==> config.mk <==
export PLATFORM = sky130hd
export DESIGN_NAME = w_mem_load_ctrl_flat
export DESIGN_NICKNAME = d
export VERILOG_FILES = /design/src/rtl/w_mem_load_ctrl_pkg.sv /design/src/rtl/w_mem_load_ctrl_if.sv /design/src/rtl/w_mem_load_ctrl.sv /design/src/flat_wrapper.sv
export SDC_FILE = /design/constraint.sdc
export NUM_CORES = 1
export LEC_CHECK = 0
export BUFFER_PORTS_ARGS = -buffer_cell sky130_fd_sc_hd__buf_4
export CAP_MARGIN = 20
export CORE_UTILIZATION = 33
export DETAILED_ROUTE_END_ITERATION = 10
export PLACE_DENSITY_LB_ADDON = 0.12
export SLEW_MARGIN = 20
export SYNTH_ARGS = -nofsm -noshare
export SYNTH_HDL_FRONTEND = slang
export SYNTH_SLANG_ARGS = --single-unit
==> constraint.sdc <==
create_clock -name clk -period 3.6 [get_ports clk]
set_clock_uncertainty 0.05 [all_clocks]
set_input_delay 0.36 -clock clk [delete_from_list [all_inputs] [get_ports clk]]
set_output_delay 0.36 -clock clk [all_outputs]
set_load 0.02 [all_outputs]
==> src/rtl/w_mem_load_ctrl_pkg.sv <==
// -----------------------------------------------------------------------------
// w_mem_load_ctrl_pkg
// Shared parameters for the weight-memory load controller: target-mode code,
// weight-memory geometry, and the load FSM state type.
// Optional feature macro (used by w_mem_load_ctrl): W_LOAD_RANGE_CHECK_EN
// -----------------------------------------------------------------------------
package w_mem_load_ctrl_pkg;

    localparam int MODE_CNN                = 1;
    localparam int WEIGHT_MEMORY_ADDR_SIZE = 12;
    localparam int WEIGHT_DATA_WIDTH       = 8;
    localparam int N_DIM_ARRAY             = 4;
    localparam int WEIGHT_WORD_W           = WEIGHT_DATA_WIDTH * N_DIM_ARRAY;

    typedef enum logic [1:0] {
        IDLE = 2'd0,
        LOAD = 2'd1,
        DONE = 2'd2
    } load_state_t;

endpackage

==> src/rtl/w_mem_load_ctrl_if.sv <==
// -----------------------------------------------------------------------------
// w_mem_load_ctrl_if
// Weight word stream feeding the load controller.
//   in_data  : one packed weight word (weights MSB-first)
//   in_valid : source has a word available
//   in_ready : controller accepts a word; transfer when both are high
// Modports: master = stream source, slave = load controller.
// -----------------------------------------------------------------------------
interface w_mem_load_ctrl_if #(
    parameter int DATA_W = w_mem_load_ctrl_pkg::WEIGHT_WORD_W
);
    logic [DATA_W-1:0] in_data;
    logic              in_valid;
    logic              in_ready;

    modport master (
        output in_data,
        output in_valid,
        input  in_ready
    );

    modport slave (
        input  in_data,
        input  in_valid,
        output in_ready
    );
endinterface

==> src/rtl/w_mem_load_ctrl.sv <==
// -----------------------------------------------------------------------------
// w_mem_load_ctrl
// Copies num_words weight words from a valid/ready stream into the weight
// memory, starting at base_addr, through either the CNN or the FC write port
// (chosen by mode at start). One write per accepted word, one cycle after the
// handshake; done pulses together with the last write.
//
// Ports
//   clk, reset (async, active-low)
//   start, clear, mode[2:0], base_addr[ADDR_W-1:0], num_words[ADDR_W:0]
//   stream        : weight word stream (slave modport: in_data/in_valid/in_ready)
//   wr_enable_cnn, wr_addr_cnn, wr_data_cnn : CNN write port
//   wr_enable_fc,  wr_addr_fc,  wr_data_fc  : FC write port
//   busy, done, err
//
// Optional feature: define W_LOAD_RANGE_CHECK_EN to reject loads whose
// address range runs past the top of memory (err set, no writes). Without it
// addresses wrap and err is tied low.
// -----------------------------------------------------------------------------
module w_mem_load_ctrl #(
    parameter int WEIGHT_DATA_WIDTH = w_mem_load_ctrl_pkg::WEIGHT_DATA_WIDTH,
    parameter int N_DIM_ARRAY       = w_mem_load_ctrl_pkg::N_DIM_ARRAY,
    parameter int ADDR_W            = w_mem_load_ctrl_pkg::WEIGHT_MEMORY_ADDR_SIZE
) (
    input  logic                 clk,
    input  logic                 reset,
    input  logic                 start,
    input  logic                 clear,
    input  logic [2:0]           mode,
    input  logic [ADDR_W-1:0]    base_addr,
    input  logic [ADDR_W:0]      num_words,
    w_mem_load_ctrl_if.slave     stream,
    output logic                 wr_enable_cnn,
    output logic [ADDR_W-1:0]    wr_addr_cnn,
    output logic [WEIGHT_DATA_WIDTH*N_DIM_ARRAY-1:0] wr_data_cnn,
    output logic                 wr_enable_fc,
    output logic [ADDR_W-1:0]    wr_addr_fc,
    output logic [WEIGHT_DATA_WIDTH*N_DIM_ARRAY-1:0] wr_data_fc,
    output logic                 busy,
    output logic                 done,
    output logic                 err
);
    import w_mem_load_ctrl_pkg::*;

    localparam int WORD_W = WEIGHT_DATA_WIDTH * N_DIM_ARRAY;

    load_state_t       state_reg;
    logic [ADDR_W-1:0] addr_reg;   // next write address
    logic [ADDR_W:0]   num_reg;    // latched word count
    logic [ADDR_W:0]   cnt_reg;    // words written so far
    logic              cnn_reg;    // latched target port select
    logic              last_xfer;

    assign last_xfer       = (cnt_reg == (num_reg - {{ADDR_W{1'b0}}, 1'b1}));
    assign stream.in_ready = (state_reg == LOAD);
    assign busy            = (state_reg != IDLE);

`ifdef W_LOAD_RANGE_CHECK_EN
    localparam logic [ADDR_W+1:0] ADDR_SPAN = (ADDR_W+2)'(1) << ADDR_W;

    logic              err_reg;
    logic [ADDR_W+1:0] end_addr;
    logic              out_of_range;

    // Zero-extend both operands so the sum cannot overflow before comparing.
    assign end_addr     = {2'b00, base_addr} + {1'b0, num_words};
    assign out_of_range = (end_addr > ADDR_SPAN);
    assign err          = err_reg;
`else
    assign err = 1'b0;
`endif

    always_ff @(posedge clk or negedge reset) begin
        if (!reset) begin
            state_reg     <= IDLE;
            addr_reg      <= '0;
            num_reg       <= '0;
            cnt_reg       <= '0;
            cnn_reg       <= 1'b0;
            wr_enable_cnn <= 1'b0;
            wr_addr_cnn   <= '0;
            wr_data_cnn   <= '0;
            wr_enable_fc  <= 1'b0;
            wr_addr_fc    <= '0;
            wr_data_fc    <= '0;
            done          <= 1'b0;
`ifdef W_LOAD_RANGE_CHECK_EN
            err_reg       <= 1'b0;
`endif
        end else begin
            // Write ports and done are single-cycle; idle at zero by default.
            wr_enable_cnn <= 1'b0;
            wr_addr_cnn   <= '0;
            wr_data_cnn   <= '0;
            wr_enable_fc  <= 1'b0;
            wr_addr_fc    <= '0;
            wr_data_fc    <= '0;
            done          <= 1'b0;

            if (clear) begin
                state_reg <= IDLE;
`ifdef W_LOAD_RANGE_CHECK_EN
                err_reg   <= 1'b0;
`endif
            end else begin
                case (state_reg)
                    IDLE: begin
                        if (start) begin
                            cnn_reg  <= (mode == 3'(MODE_CNN));
                            addr_reg <= base_addr;
                            num_reg  <= num_words;
                            cnt_reg  <= '0;
`ifdef W_LOAD_RANGE_CHECK_EN
                            err_reg  <= 1'b0;
                            if (out_of_range) begin
                                err_reg   <= 1'b1;
                                state_reg <= DONE;
                                done      <= 1'b1;
                            end else
`endif
                            if (num_words == '0) begin
                                // Empty load: complete immediately, no writes.
                                state_reg <= DONE;
                                done      <= 1'b1;
                            end else begin
                                state_reg <= LOAD;
                            end
                        end
                    end

                    LOAD: begin
                        if (stream.in_valid) begin
                            if (cnn_reg) begin
                                wr_enable_cnn <= 1'b1;
                                wr_addr_cnn   <= addr_reg;
                                wr_data_cnn   <= WORD_W'(stream.in_data);
                            end else begin
                                wr_enable_fc  <= 1'b1;
                                wr_addr_fc    <= addr_reg;
                                wr_data_fc    <= WORD_W'(stream.in_data);
                            end
                            addr_reg <= addr_reg + 1'b1;  // wraps mod 2^ADDR_W
                            cnt_reg  <= cnt_reg + 1'b1;
                            if (last_xfer) begin
                                // done lands in the same cycle as the last write.
                                state_reg <= DONE;
                                done      <= 1'b1;
                            end
                        end
                    end

                    DONE: begin
                        state_reg <= IDLE;
                    end

                    default: begin
                        state_reg <= IDLE;
                    end
                endcase
            end
        end
    end

endmodule

==> src/flat_wrapper.sv <==
// flat-port wrapper written by rule: the top's interface ports become plain ports
module w_mem_load_ctrl_flat import w_mem_load_ctrl_pkg::*;
#(
    parameter int WEIGHT_DATA_WIDTH = w_mem_load_ctrl_pkg::WEIGHT_DATA_WIDTH,
    parameter int N_DIM_ARRAY       = w_mem_load_ctrl_pkg::N_DIM_ARRAY,
    parameter int ADDR_W            = w_mem_load_ctrl_pkg::WEIGHT_MEMORY_ADDR_SIZE
)
  (clk, reset, start, clear, mode, base_addr, num_words, wr_enable_cnn, wr_addr_cnn, wr_data_cnn, wr_enable_fc, wr_addr_fc, wr_data_fc, busy, done, err, stream_in_data, stream_in_valid, stream_in_ready);
  w_mem_load_ctrl_if stream_i ();
  input  logic clk;
  input  logic reset;
  input  logic start;
  input  logic clear;
  input  logic [2:0] mode;
  input  logic [ADDR_W-1:0] base_addr;
  input  logic [ADDR_W:0] num_words;
  output logic wr_enable_cnn;
  output logic [ADDR_W-1:0] wr_addr_cnn;
  output logic [WEIGHT_DATA_WIDTH*N_DIM_ARRAY-1:0] wr_data_cnn;
  output logic wr_enable_fc;
  output logic [ADDR_W-1:0] wr_addr_fc;
  output logic [WEIGHT_DATA_WIDTH*N_DIM_ARRAY-1:0] wr_data_fc;
  output logic busy;
  output logic done;
  output logic err;
  input wire logic [$bits(stream_i.in_data)-1:0] stream_in_data;
  input wire logic [$bits(stream_i.in_valid)-1:0] stream_in_valid;
  output wire logic [$bits(stream_i.in_ready)-1:0] stream_in_ready;
  assign stream_i.in_data = stream_in_data;
  assign stream_i.in_valid = stream_in_valid;
  assign stream_in_ready = stream_i.in_ready;
  w_mem_load_ctrl #(.WEIGHT_DATA_WIDTH(WEIGHT_DATA_WIDTH), .N_DIM_ARRAY(N_DIM_ARRAY), .ADDR_W(ADDR_W)) u_core (.clk(clk), .reset(reset), .start(start), .clear(clear), .mode(mode), .base_addr(base_addr), .num_words(num_words), .stream(stream_i), .wr_enable_cnn(wr_enable_cnn), .wr_addr_cnn(wr_addr_cnn), .wr_data_cnn(wr_data_cnn), .wr_enable_fc(wr_enable_fc), .wr_addr_fc(wr_addr_fc), .wr_data_fc(wr_data_fc), .busy(busy), .done(done), .err(err));
endmodule
* Word level (Yosys, flattened, before mapping) *
Cells that the tools add are included.

word-level totals
  memories = 0
  ROM bits = 0
  input port bits = 65
  register bits = 132
  bits in latches = 0
  output and inout port bits = 94
  word-level logic and storage cells = 73
  memory bits (writable) = 0

cells by class
  reductions and logical operators = 7
  bitwise gates (word level) = 1
  shifts and indexed selects = 0
  mux-type cells = 42
  div/mod/pow operators = 0
  equal/unequal tests = 8
  $lt $le $gt $ge = 0
  $add $sub $neg = 3
  multiply operators = 0

operator list
  cell                   count
  $mux 32                8
  $mux 12                10
  $mux 13                2
  $pmux 13 s2            1
  $pmux 12 s2            1
  $add 13x1->13 const B  1
  $eq 13x13->1           1
  $logic_not 13->1       1
  $mux 1                 13
  $sub 13x1->13 const B  1
  $add 12x1->12 const B  1
  $mux 2                 5
  $ne 3x3->1 const B     2
  $reduce_and 3->1       2
  $ne 2x2->1 const B     2
  $pmux 2 s2             1
  $reduce_and 4->1       1
  $reduce_bool 2->1      2
  $eq 3x1->1 const B     1
  $ne 3x2->1 const B     1
  $eq 2x1->1 const B     1
  $logic_not 2->1        1
  $pmux 1 s2             1
  $not 1->1              1

* Depth between registers and ports, before layout *
  depth after elaboration = 6
  depth in mapped cells = 8

* Worst setup path before layout *
No wires, ideal clock.

  path type = register to register
  start = register u_core.num_reg[0]
  end = register u_core.state_reg[0]
  cell stages (with the launch flop) = 9
  library setup time = 121 ps
  data arrival time = 2464 ps
  data required time = 3429 ps
  slack = 965 ps
  clock period less this slack = 2635 ps
  path through = dfrtp_1 > inv_1 > ha_1 > or3b_2 > or2_4 > o41ai_2 > a31oi_1 > or4_4 > a22o_1

on the way
  longest elaborated chain between the ends = 4

ends and longest elaborated chain
  element                            line                    source
  from (decl)                        w_mem_load_ctrl.sv:49   logic [ADDR_W:0] num_reg;
  from (signal assigned)             w_mem_load_ctrl.sv:111  num_reg <= num_words;
  $sub 13x1->13                      w_mem_load_ctrl.sv:54   assign last_xfer = (cnt_reg == (num_reg - {{ADDR_W{1'b0}}, 1'b1}));
  $eq 13x13->1                       w_mem_load_ctrl.sv:54
  $ne 3x2->1 (no source line)        -
  $reduce_and 3->1 (no source line)  -
  to (signal assigned)               w_mem_load_ctrl.sv:75   state_reg <= IDLE;
  to (signal assigned)               w_mem_load_ctrl.sv:101  state_reg <= IDLE;
  to (signal assigned)               w_mem_load_ctrl.sv:123  state_reg <= DONE;
  to (decl)                          w_mem_load_ctrl.sv:47   load_state_t state_reg;

Every way passes these cells.
A chain may end at the register's enable or synchronous reset.

* Final worst setup path *
  start = register u_core.num_reg[0]
  end = register u_core.done

on the way
  longest elaborated chain between the ends = 6

ends and longest elaborated chain
  element               line                    source
  $sub 13x1->13         w_mem_load_ctrl.sv:54
  $eq 13x13->1          w_mem_load_ctrl.sv:54
  $mux 1                w_mem_load_ctrl.sv:144  if (last_xfer) begin
  $mux 1                w_mem_load_ctrl.sv:132  if (stream.in_valid) begin
  $pmux 1 s2            w_mem_load_ctrl.sv:106  case (state_reg)
  $mux 1                w_mem_load_ctrl.sv:100  if (clear) begin
  to (signal assigned)  w_mem_load_ctrl.sv:98   done <= 1'b0;
  to (signal assigned)  w_mem_load_ctrl.sv:124  done <= 1'b1;
  to (signal assigned)  w_mem_load_ctrl.sv:147  done <= 1'b1;
  to (decl)             w_mem_load_ctrl.sv:40   output logic done,

Every way passes these cells.

==> results.md <==
* Final slew viol count at 0
* Drt wl/cell at 14.89 µm
* Pin count of the biggest net entering global routing at 69
* TritonCTS Buffers at 17
* Status: finished with violations
* Rows at 46
* CTS H-tree depth at 4
* Die Ht at 129.0 µm
* Worst Hold Class: in2async
* Slew HR at 44.36%
* Ys flop type: dfrtp_1
* Hold buffers post-CTS at 0
* Simple-gate portion of the synthesized area at 21.37%
* Regs by FF count: u_core.wr_data_cnn x32, u_core.wr_data_fc x32
* GP Congestion at 0.8059
* CP endpoint: u_core.done$_DFF_PN0_
* Mux contribution to synthesized area at 2.516%
* PortBufs at 157
* Cell Area, Synth at 0.005321 mm²
* Final HPWL DP at 8655 µm
* Leakage power at 3.680 nW
* Post-synth EDFFs at 0
* CP Data Required Time at 3.85 ns
* R2r endpoint: u_core.done$_DFF_PN0_
* Core Area at 0.01583 mm²
* Vias per cell at 4.611
* R2R Setup Slk at 0.71 ns
* GRT overflow at 0
* Maximum VDD drop at 0.0003187 V
* Worst Setup End Kind: flop
* CP arrival at 3.14 ns
* Max Freq at 0.3458 GHz
* Worst-Margin Slew at 0.8346 ns
* RSZ-0062 raised after global routing: false
* Routed Antenna Nets at 0
* CTS tree: built
* Ant diodes at 0
* Synth Area in Adders at 0.7054%
* CTS max path bufs at 2
* Clock slew at reported path FFs at 0.06 ns
* Cells after Synth at 462
* #FFs+latches synth at 132
* Worst setup path startpoint: u_core.num_reg[0]$_DFFE_PN0P_
* Total track usage at 15.59%
* Chip width at 129.0 µm
* 1st-iter DRT viols at 105
* Final Cycle Share at 80.34%
* Largest family of logic cells by synthesized area: simple AND/OR/NAND/NOR gates
* Mapped Nets at 530
* Failing checks: negative hold slack
* Antenna violations before repair at 0
* Async S/R FF share, synth at 100.0%
* Clk sinks at 132
* # DRC at 0
* CP Max Fanout at 7
* Synth Warn # at 0
* Count of cell types in the netlist at 48
* # Post-CTS Setup Buffers at 0
* Initial Util at 33.62%
* WS Path Type: reg2reg
* Post-CTS Resized at 0
* PwrDens at 547.0 mW/mm²
* Slowest-stage cell, CP: or4_4
* Syn_area_per_cell at 11.52 µm²
* Layout cells sized above 1 at 33.70%
* Synth Area in Compound Gates at 6.819%
* Fin. Hold Viols at 15
* Crit path launch type: flop
* Root buf cell: clkbuf_16
* Vias in the first global route at 3863
* I/O Pins at 159
* Total power at 0.004028 W
* TritonRoute pass-1 iters at 5
* Crit path time final at 2.892 ns
* Final net count at 688
* Die Area at 0.01664 mm²
* First-pass GRT wire length at 19690 µm
* XOR/XNOR share of the synthesized area at 4.115%
* RR Startpoint: u_core.num_reg[0]$_DFFE_PN0P_
* Vias at 3910
* Setup violators final at 0
* Path depth of the worst reg2reg path at 8
* Hold slack at -0.005890 ns
* TNS Setup at 0 ns
* Worst-Skew Late Latency at 0.41 ns
* Max incr delay on CP at 0.52 ns
* Seq/Total Area, Yosys at 62.07%
* Area delta synth->final at 38.37%
* Max-Cap Viols at 0
* CP Cell Sequence: inv_1, ha_1, or3b_2, or2_4, o41ai_2, a31oi_1, or4_4, o32ai_1
* Final WL at 12630 µm
## kinds of logic after synthesis
group | count (synthesis)
AND/OR/NAND/NOR | 200
XOR/XNOR | 25
buffers and inverters | 30
adder cells (fa/ha/maj) | 3
AO/OA/AOI/OAI | 59
other | 1
multiplexers | 12
flip-flops | 132
## worst min path at each step
stage          slack, ns                                to  cells past startpoint
6_report          -0.006   u_core.wr_data_fc[10]$_DFF_PN0_                      1
5_1_grt             0.07    u_core.wr_data_fc[3]$_DFF_PN0_                      1
4_1_cts             0.02   u_core.wr_data_fc[10]$_DFF_PN0_                      1
3_5_place_dp        0.47   u_core.wr_data_fc[10]$_DFF_PN0_                      1
3_3_place_gp        0.46  u_core.wr_data_cnn[10]$_DFF_PN0_                      1
2_1_floorplan       0.01    u_core.addr_reg[0]$_DFFE_PN0P_                      0
## power breakdown
group | switching, W | internal (W)
Clock | 0.000637 | 0.00120
Sequential | 0.000117 | 0.00158
Combinational | 0.000267 | 0.000231
## cells in the mapped netlist, types with 5 or more instances
cell,count,area share [%]
nand3_1,19,1.8
a21oi_1,23,2.2
nand2_1,22,1.6
xnor2_1,9,1.5
inv_1,7,0.49
mux2_2,11,2.3
nand2b_1,5,0.59
dfrtp_1,132,62
and2_1,89,10
and3_1,9,1.1
clkbuf_1,21,1.5
o22ai_1,5,0.59
nor3_1,7,0.66
xor2_1,16,2.6
o21ai_0,12,1.1
nor2_1,24,1.7
## critical path: cells and delay by family, from the launching register on
| family | cells | cell delay [ns] |
|---|---|---|
| compound gates | 3 | 0.61 |
| fa+ha+maj | 1 | 0.31 |
| buf+inv | 1 | 0.11 |
| flops | 1 | 0.45 |
| simple gates | 3 | 1.26 |
## routing by layer
metal	global-route usage, %	part of all wire [%]
met1	19.59	44
met2	25.66	50
met3	3.784	4.8
met4	6.644	1.4
met5	0	0
## layout make-up
cell class	count	area, µm²
multi-input cells	300	1904
inverters	7	26.28
clock inverters	11	173.9
repair buffers	162	1229
clock buffers	20	456.7
fillers	1491	8464
well taps	216	270.3
flip-flops and latches	132	3303
## metrics by stage
step / hold WS, ns / utilization [%] / instance area [µm²] / instances / setup slack [ns]
global placement: 0.4595 / 42.54 / 6733 / 817 / 0.7841
global route: 0.06831 / 46.52 / 7363 / 848 / 0.5376
finish: -0.005890 / 46.52 / 7363 / 848 / 0.7077
floorplan: 0.01441 / - / 5321 / 462 / 0.9651
detailed placement: 0.4676 / 42.54 / 6733 / 817 / 0.7433
CTS: 0.01695 / 46.52 / 7363 / 848 / 0.7221
## cells in the final DEF, fill, tap and decap left out, drive strengths merged, types with 7 or more instances in the layout
cell	count
buf	162
dfrtp	132
and2	89
nor2	24
a21oi	23
nand2	22
clkbuf	20
nand3	19
xor2	16
o21ai	12
mux2	11
and3	9
xnor2	9
inv	9
nor3	7
Note: power is estimated with default switching activity, not from simulation.
